## config.mk

```make
export PLATFORM = sky130hd
export DESIGN_NAME = uart_tx
export DESIGN_NICKNAME = d
export VERILOG_FILES = /design/src/rtl/uart_pkg.sv /design/src/rtl/uart_baud_tick.sv /design/src/rtl/uart_tx.sv
export SDC_FILE = /design/constraint.sdc
export NUM_CORES = 1
export LEC_CHECK = 0
export CORE_ASPECT_RATIO = 0.7
export CORE_MARGIN = 2
export CORE_UTILIZATION = 55
export CTS_BUF_LIST = sky130_fd_sc_hd__clkbuf_4
export CTS_CLUSTER_SIZE = 40
export DETAILED_ROUTE_END_ITERATION = 8
export PLACE_DENSITY = 0.76
export SLEW_MARGIN = 10
export SYNTH_ARGS = -nofsm -noshare
export SYNTH_HDL_FRONTEND = slang
export SYNTH_HIERARCHICAL = 1
export SYNTH_SLANG_ARGS = --single-unit
```

## constraint.sdc

```tcl
create_clock -name clock -period 3.3 [get_ports clock]
set_input_delay 0.66 -clock clock [delete_from_list [all_inputs] [get_ports clock]]
set_output_delay 0.66 -clock clock [all_outputs]
set_load 0.05 [all_outputs]
```

## src/rtl/uart_pkg.sv

```systemverilog
// rtl/uart_pkg.sv - shared UART types, request codes and baud helper
// The PARITY state exists only when UART_TX_PARITY_EN is defined.
package uart_pkg;

    typedef enum logic [2:0] {
        ST_IDLE   = 3'd0,
        ST_START  = 3'd1,
        ST_DATA   = 3'd2,
`ifdef UART_TX_PARITY_EN
        ST_PARITY = 3'd3,
`endif
        ST_STOP   = 3'd4
    } tx_state_t;

    localparam logic [7:0] REQ_STATUS = 8'd3;
    localparam logic [7:0] REQ_TEMP   = 8'd4;
    localparam logic [7:0] REQ_HUM    = 8'd5;
    localparam logic [7:0] ERR_CRC    = 8'd31;

    function automatic int clks_per_bit(input int clk_freq, input int baud);
        return clk_freq / baud;
    endfunction

endpackage

```

## src/rtl/uart_baud_tick.sv

```systemverilog
// rtl/uart_baud_tick.sv - bit-period counter with one-cycle bit_end strobe
// Counter is held at zero while disabled so every enabled run starts a full bit.
module uart_baud_tick #(
    parameter int CLKS_PER_BIT = 10
) (
    input  logic clock,
    input  logic reset,
    input  logic i_en,
    output logic o_bit_end
);

    localparam int CW = (CLKS_PER_BIT > 1) ? $clog2(CLKS_PER_BIT) : 1;
    localparam logic [CW-1:0] LAST = CW'(CLKS_PER_BIT - 1);

    logic [CW-1:0] r_cnt;

    assign o_bit_end = i_en && (r_cnt == LAST);

    always_ff @(posedge clock or posedge reset) begin
        if (reset) begin
            r_cnt <= '0;
        end else if (!i_en || o_bit_end) begin
            r_cnt <= '0;
        end else begin
            r_cnt <= r_cnt + CW'(1);
        end
    end

endmodule

```

## src/rtl/uart_tx.sv

```systemverilog
// rtl/uart_tx.sv - UART transmitter, 8 data bits LSB-first, 1 stop bit
// Define UART_TX_PARITY_EN for a parity bit (even/odd per PARITY_ODD); default is 8N1.
module uart_tx
    import uart_pkg::*;
#(
    parameter int CLK_FREQ   = 50_000_000,
    parameter int BAUD       = 9600,
    parameter int PARITY_ODD = 0
) (
    input  logic       clock,
    input  logic       reset,
    input  logic       i_start_tx,
    input  logic [7:0] i_dados_8,
    output logic       o_tx,
    output logic       o_busy,
    output logic       o_done
);

    localparam int CLKS_PER_BIT = clks_per_bit(CLK_FREQ, BAUD);

    tx_state_t  r_state, w_state_next;
    logic [7:0] r_shift, w_shift_next;
    logic [2:0] r_bit_cnt, w_bit_next;
    logic       r_start_q, r_tx, r_busy, r_done;
    logic       w_tx_next, w_done_next;
    logic       w_edge, w_bit_end;

`ifdef UART_TX_PARITY_EN
    localparam logic ODD = (PARITY_ODD != 0);
    logic [7:0] r_data, w_data_next;
    logic       w_parity;
    assign w_parity = (^r_data) ^ ODD;
`else
    logic w_unused_cfg;
    assign w_unused_cfg = (PARITY_ODD != 0);
`endif

    assign w_edge = i_start_tx & ~r_start_q;
    assign o_tx   = r_tx;
    assign o_busy = r_busy;
    assign o_done = r_done;

    uart_baud_tick #(.CLKS_PER_BIT(CLKS_PER_BIT)) u_baud (
        .clock    (clock),
        .reset    (reset),
        .i_en     (r_state != ST_IDLE),
        .o_bit_end(w_bit_end)
    );

    always_comb begin
        w_state_next = r_state;
        w_shift_next = r_shift;
        w_bit_next   = r_bit_cnt;
        w_done_next  = 1'b0;
`ifdef UART_TX_PARITY_EN
        w_data_next  = r_data;
`endif
        case (r_state)
            ST_IDLE: begin
                if (w_edge) begin
                    w_state_next = ST_START;
                    w_shift_next = i_dados_8;
                    w_bit_next   = 3'd0;
`ifdef UART_TX_PARITY_EN
                    w_data_next  = i_dados_8;
`endif
                end
            end
            ST_START: begin
                if (w_bit_end) w_state_next = ST_DATA;
            end
            ST_DATA: begin
                if (w_bit_end) begin
                    w_shift_next = r_shift >> 1;
                    if (r_bit_cnt == 3'd7) begin
`ifdef UART_TX_PARITY_EN
                        w_state_next = ST_PARITY;
`else
                        w_state_next = ST_STOP;
`endif
                    end else begin
                        w_bit_next = r_bit_cnt + 3'd1;
                    end
                end
            end
`ifdef UART_TX_PARITY_EN
            ST_PARITY: begin
                if (w_bit_end) w_state_next = ST_STOP;
            end
`endif
            ST_STOP: begin
                if (w_bit_end) begin
                    w_state_next = ST_IDLE;
                    w_done_next  = 1'b1;
                end
            end
            default: w_state_next = ST_IDLE;
        endcase

        // Line level is decoded from the next state so o_tx can be a plain register.
        case (w_state_next)
            ST_START:  w_tx_next = 1'b0;
            ST_DATA:   w_tx_next = w_shift_next[0];
`ifdef UART_TX_PARITY_EN
            ST_PARITY: w_tx_next = w_parity;
`endif
            default:   w_tx_next = 1'b1;
        endcase
    end

    always_ff @(posedge clock or posedge reset) begin
        if (reset) begin
            r_state   <= ST_IDLE;
            r_shift   <= '0;
            r_bit_cnt <= '0;
            r_start_q <= 1'b0;
            r_tx      <= 1'b1;
            r_busy    <= 1'b0;
            r_done    <= 1'b0;
`ifdef UART_TX_PARITY_EN
            r_data    <= '0;
`endif
        end else begin
            r_state   <= w_state_next;
            r_shift   <= w_shift_next;
            r_bit_cnt <= w_bit_next;
            r_start_q <= i_start_tx;
            r_tx      <= w_tx_next;
            r_busy    <= (w_state_next != ST_IDLE);
            r_done    <= w_done_next;
`ifdef UART_TX_PARITY_EN
            r_data    <= w_data_next;
`endif
        end
    end

endmodule

```

==> summary.md <==
| Metric | Value |
|---|---|
| Critical path's top delay family | `simple AND/OR/NAND/NOR gates` |
| # nets final | `around 170` |
| Ys Warns | `6` |
| Total Power | `~620 µW` |
| Clock transition at path regs | `0.09 ns` |
| Area of the multi-input gates | `around 700 µm²` |
| Post-synth top area cell | `dfrtp_1` |
| Status | `completed` |
| Top_reg_cell synth | `dfrtp_1` |
| Yosys top cell area share | `48.6%` |
| Max-Cap Viols | `0` |
| Mean Syn Cell Area | `around 11 µm²` |
| # setup viols final | `0` |
| Critical path peak fanout | `10` |
| Number of flops mapped to enable cells by yosys | `0` |
| Clock buffer count from CTS | `5` |
| Final Hold Viols | `0` |
| Vias in the first global route | `1114` |
| Slowest CP cell | `nor4_1` |
| Layout cells sized above 1 | `about 13%` |
| Worst setup EP type | `flop` |
| Chip width | `67.4 µm` |
| CTS tree | `built` |
| CP arrival | `3.23 ns` |
| CP peak stage delay | `a little over 0.8 ns` |
| IO Pins | `14` |
| Port bufs | `13` |
| Final Cycle Share | `91.6%` |
| Total Neg Setup Slack | `0 ns` |
| FF/Latch Area | `between 700 and 800 µm²` |
| Initial Utilization | `56.3%` |
| Hold WS | `just under 0.5 ns` |
| Largest net degree at the start of global routing | `19` |
| Worst path buffer plus inverter count | `1` |
| CTS Hold Bufs | `0` |
| Synth unique cells | `45` |
| Synthesized instance count | `between 100 and 150` |
| Initial antenna violation count | `0` |
| R2R setup slack | `between 0.2 and 0.3 ns` |
| Worst slew pin tran | `about 1.1 ns` |
| Drt wl/cell | `~15 µm` |
| # diodes | `0` |
| Initial DRC count | `36` |
| Hold/Removal Path Class | `reg -> reg` |
| # DRC | `0` |
| CTS Buffer Depth | `2` |
| Layout fillers | `215` |
| Worst EP required | `~3.5 ns` |
| Core ar. | `2740 µm²` |
| Post-Route WL | `about 2800 µm` |
| Leakage power | `0.000767 µW` |
| Power per cell area | `355 nW/µm²` |
| RSZ-0062 raised after global routing | `no` |
| Seq/Total Area, Yosys | `50.3%` |
| Routed Antenna Nets | `0` |
| Commonest non-fill, non-tap cell in the layout | `dfrtp_1` |
| Die H | `48.3 µm` |
| Fin Clk Skew | `approximately 0.007 ns` |
| GRT Total Usage | `20.2%` |
| DR vias/cell | `6.02` |
| Mapped cell area | `roughly 1500 µm²` |
| Cts repair resizes | `0` |
| Fin. max-slew vios | `0` |
| First-pass GRT wire length | `around 4900 µm` |
| Root buf cell | `clkbuf_4` |
| Top post-synthesis cells by area | `dfrtp_1, a221o_1, a21oi_1` |
| Most frequent cells in the layout | `dfrtp_1, clkdlybuf4s50_1, a21oi_1` |
| DR vias | `around 1200` |
| Post-CTS Repair Setup Buffers | `0` |
| Clk_lat worst skew | `0.32 ns` |
| H-tree level count | `2` |
| Clock Sinks | `31` |
| Min cycle time layout | `between 3 and 4 ns` |
| Startpoint types | `flop` |
| Post-Syn Nets | `~150` |
| Total global routing overflow | `0` |
| Die area | `3260 µm²` |
| Crit path cell chain | `or4_4 > nor4_1 > nor4bb_1 > buf_4 > a21oi_2 > a221o_1` |
| Gpl congestion | `0.835` |
| Setup CP Type | `reg -> reg` |
| Ys async rst share | `100%` |
| Standard-cell row count | `16` |
| Post-DP HPWL | `around 2000 µm` |
| Maximum clock frequency | `roughly 330 MHz` |
| Drt pass-1 iters | `4` |
| Seq cells post-synth | `31` |
| Slew headroom | `between 20% and 30%` |
| VDD IR-drop max | `0.292 mV` |
| P&R area growth vs syn | `13.4%` |
==> state kept, by name, indices dropped and copies added (netlist names) <==
signal / cells
u_baud/r_cnt: 13
o_tx: 1
r_shift: 8
r_bit_cnt: 3
r_state: 3
o_busy: 1
r_start_q: 1
o_done: 1
==> final cells by class <==
cell class | count | area share [%]
clock buffers | 7 | 3.00
inverters | 8 | 1.71
clock inverters | 1 | 0.286
repair buffers | 15 | 8.29
well taps | 36 | 2.57
flip-flops and latches | 31 | 44.4
multi-input cells | 94 | 39.8
==> per-layer routing <==
| layer | up-vias | GRT usage, % | share of wire [%] |
|---|---|---|---|
| li1 | 558 | - | - |
| met1 | 559 | 28.0 | 50 |
| met2 | 31 | 29.0 | 44 |
| met3 | 7 | 6.28 | 4.2 |
| met4 | 0 | 8.84 | 1.5 |
| met5 | - | 0 | 0 |
==> logic make-up (layout without fill, tap and decap cells) <==
group                    Yosys count  in the layout  share of synthesized area (%)
flip-flops                        31             31                           50.3
adder cells (fa/ha/maj)            3              3                           2.43
buffers and inverters             14             31                           4.61
XOR/XNOR                           3              3                           1.70
multiplexers                       1              1                          0.971
AO/OA/AOI/OAI                     37             37                           18.4
AND/OR/NAND/NOR                   50             50                           21.6
==> worst paths after layout <==
kind / end / depth (start not counted) / startpoint
min reg2reg: u_baud/r_cnt[0] / 1 / u_baud/r_cnt[0]
min in group asynchronous: u_baud/r_cnt[2] / 2 / reset
max reg2reg: r_shift[6] / 6 / u_baud/r_cnt[5]
max: r_shift[6] / 6 / u_baud/r_cnt[5]
min: u_baud/r_cnt[0] / 1 / u_baud/r_cnt[0]
max in group asynchronous: r_state[2] / 2 / reset
==> cells in the mapped netlist, types with 2 or more instances <==
library cell and count:
a211o_1 2, a21oi_1 10, a221o_1 6, a22o_1 3, and2_1 2, and3_1 6
buf_2 3, buf_6 2, dfrtp_1 30, ha_1 3, inv_1 8, nand2_1 3
nand2b_1 2, nand3_1 6, nand4_1 3, nor2_1 5, nor2b_1 3, o21ai_0 5
o31ai_1 4, or3_1 2, or3_2 2, or3b_2 2, or4_1 4, xnor2_1 2
==> power breakdown <==
part,internal [µW],switching (µW)
Sequential,380,0.426
Clock,99.4,121
Combinational,11.3,10.6
==> metrics by stage <==
step	instance area [µm²]	util, %	std cells	setup slack [ns]
after global routing	1750	63.9	192	0.0884
final	1750	63.9	192	0.277
after detailed placement	1690	61.8	184	0.345
after floorplan	1550	-	139	0.706
after CTS	1750	63.9	192	0.321
after global placement	1690	61.8	184	0.510
Note: power is estimated with default switching activity, not from simulation.
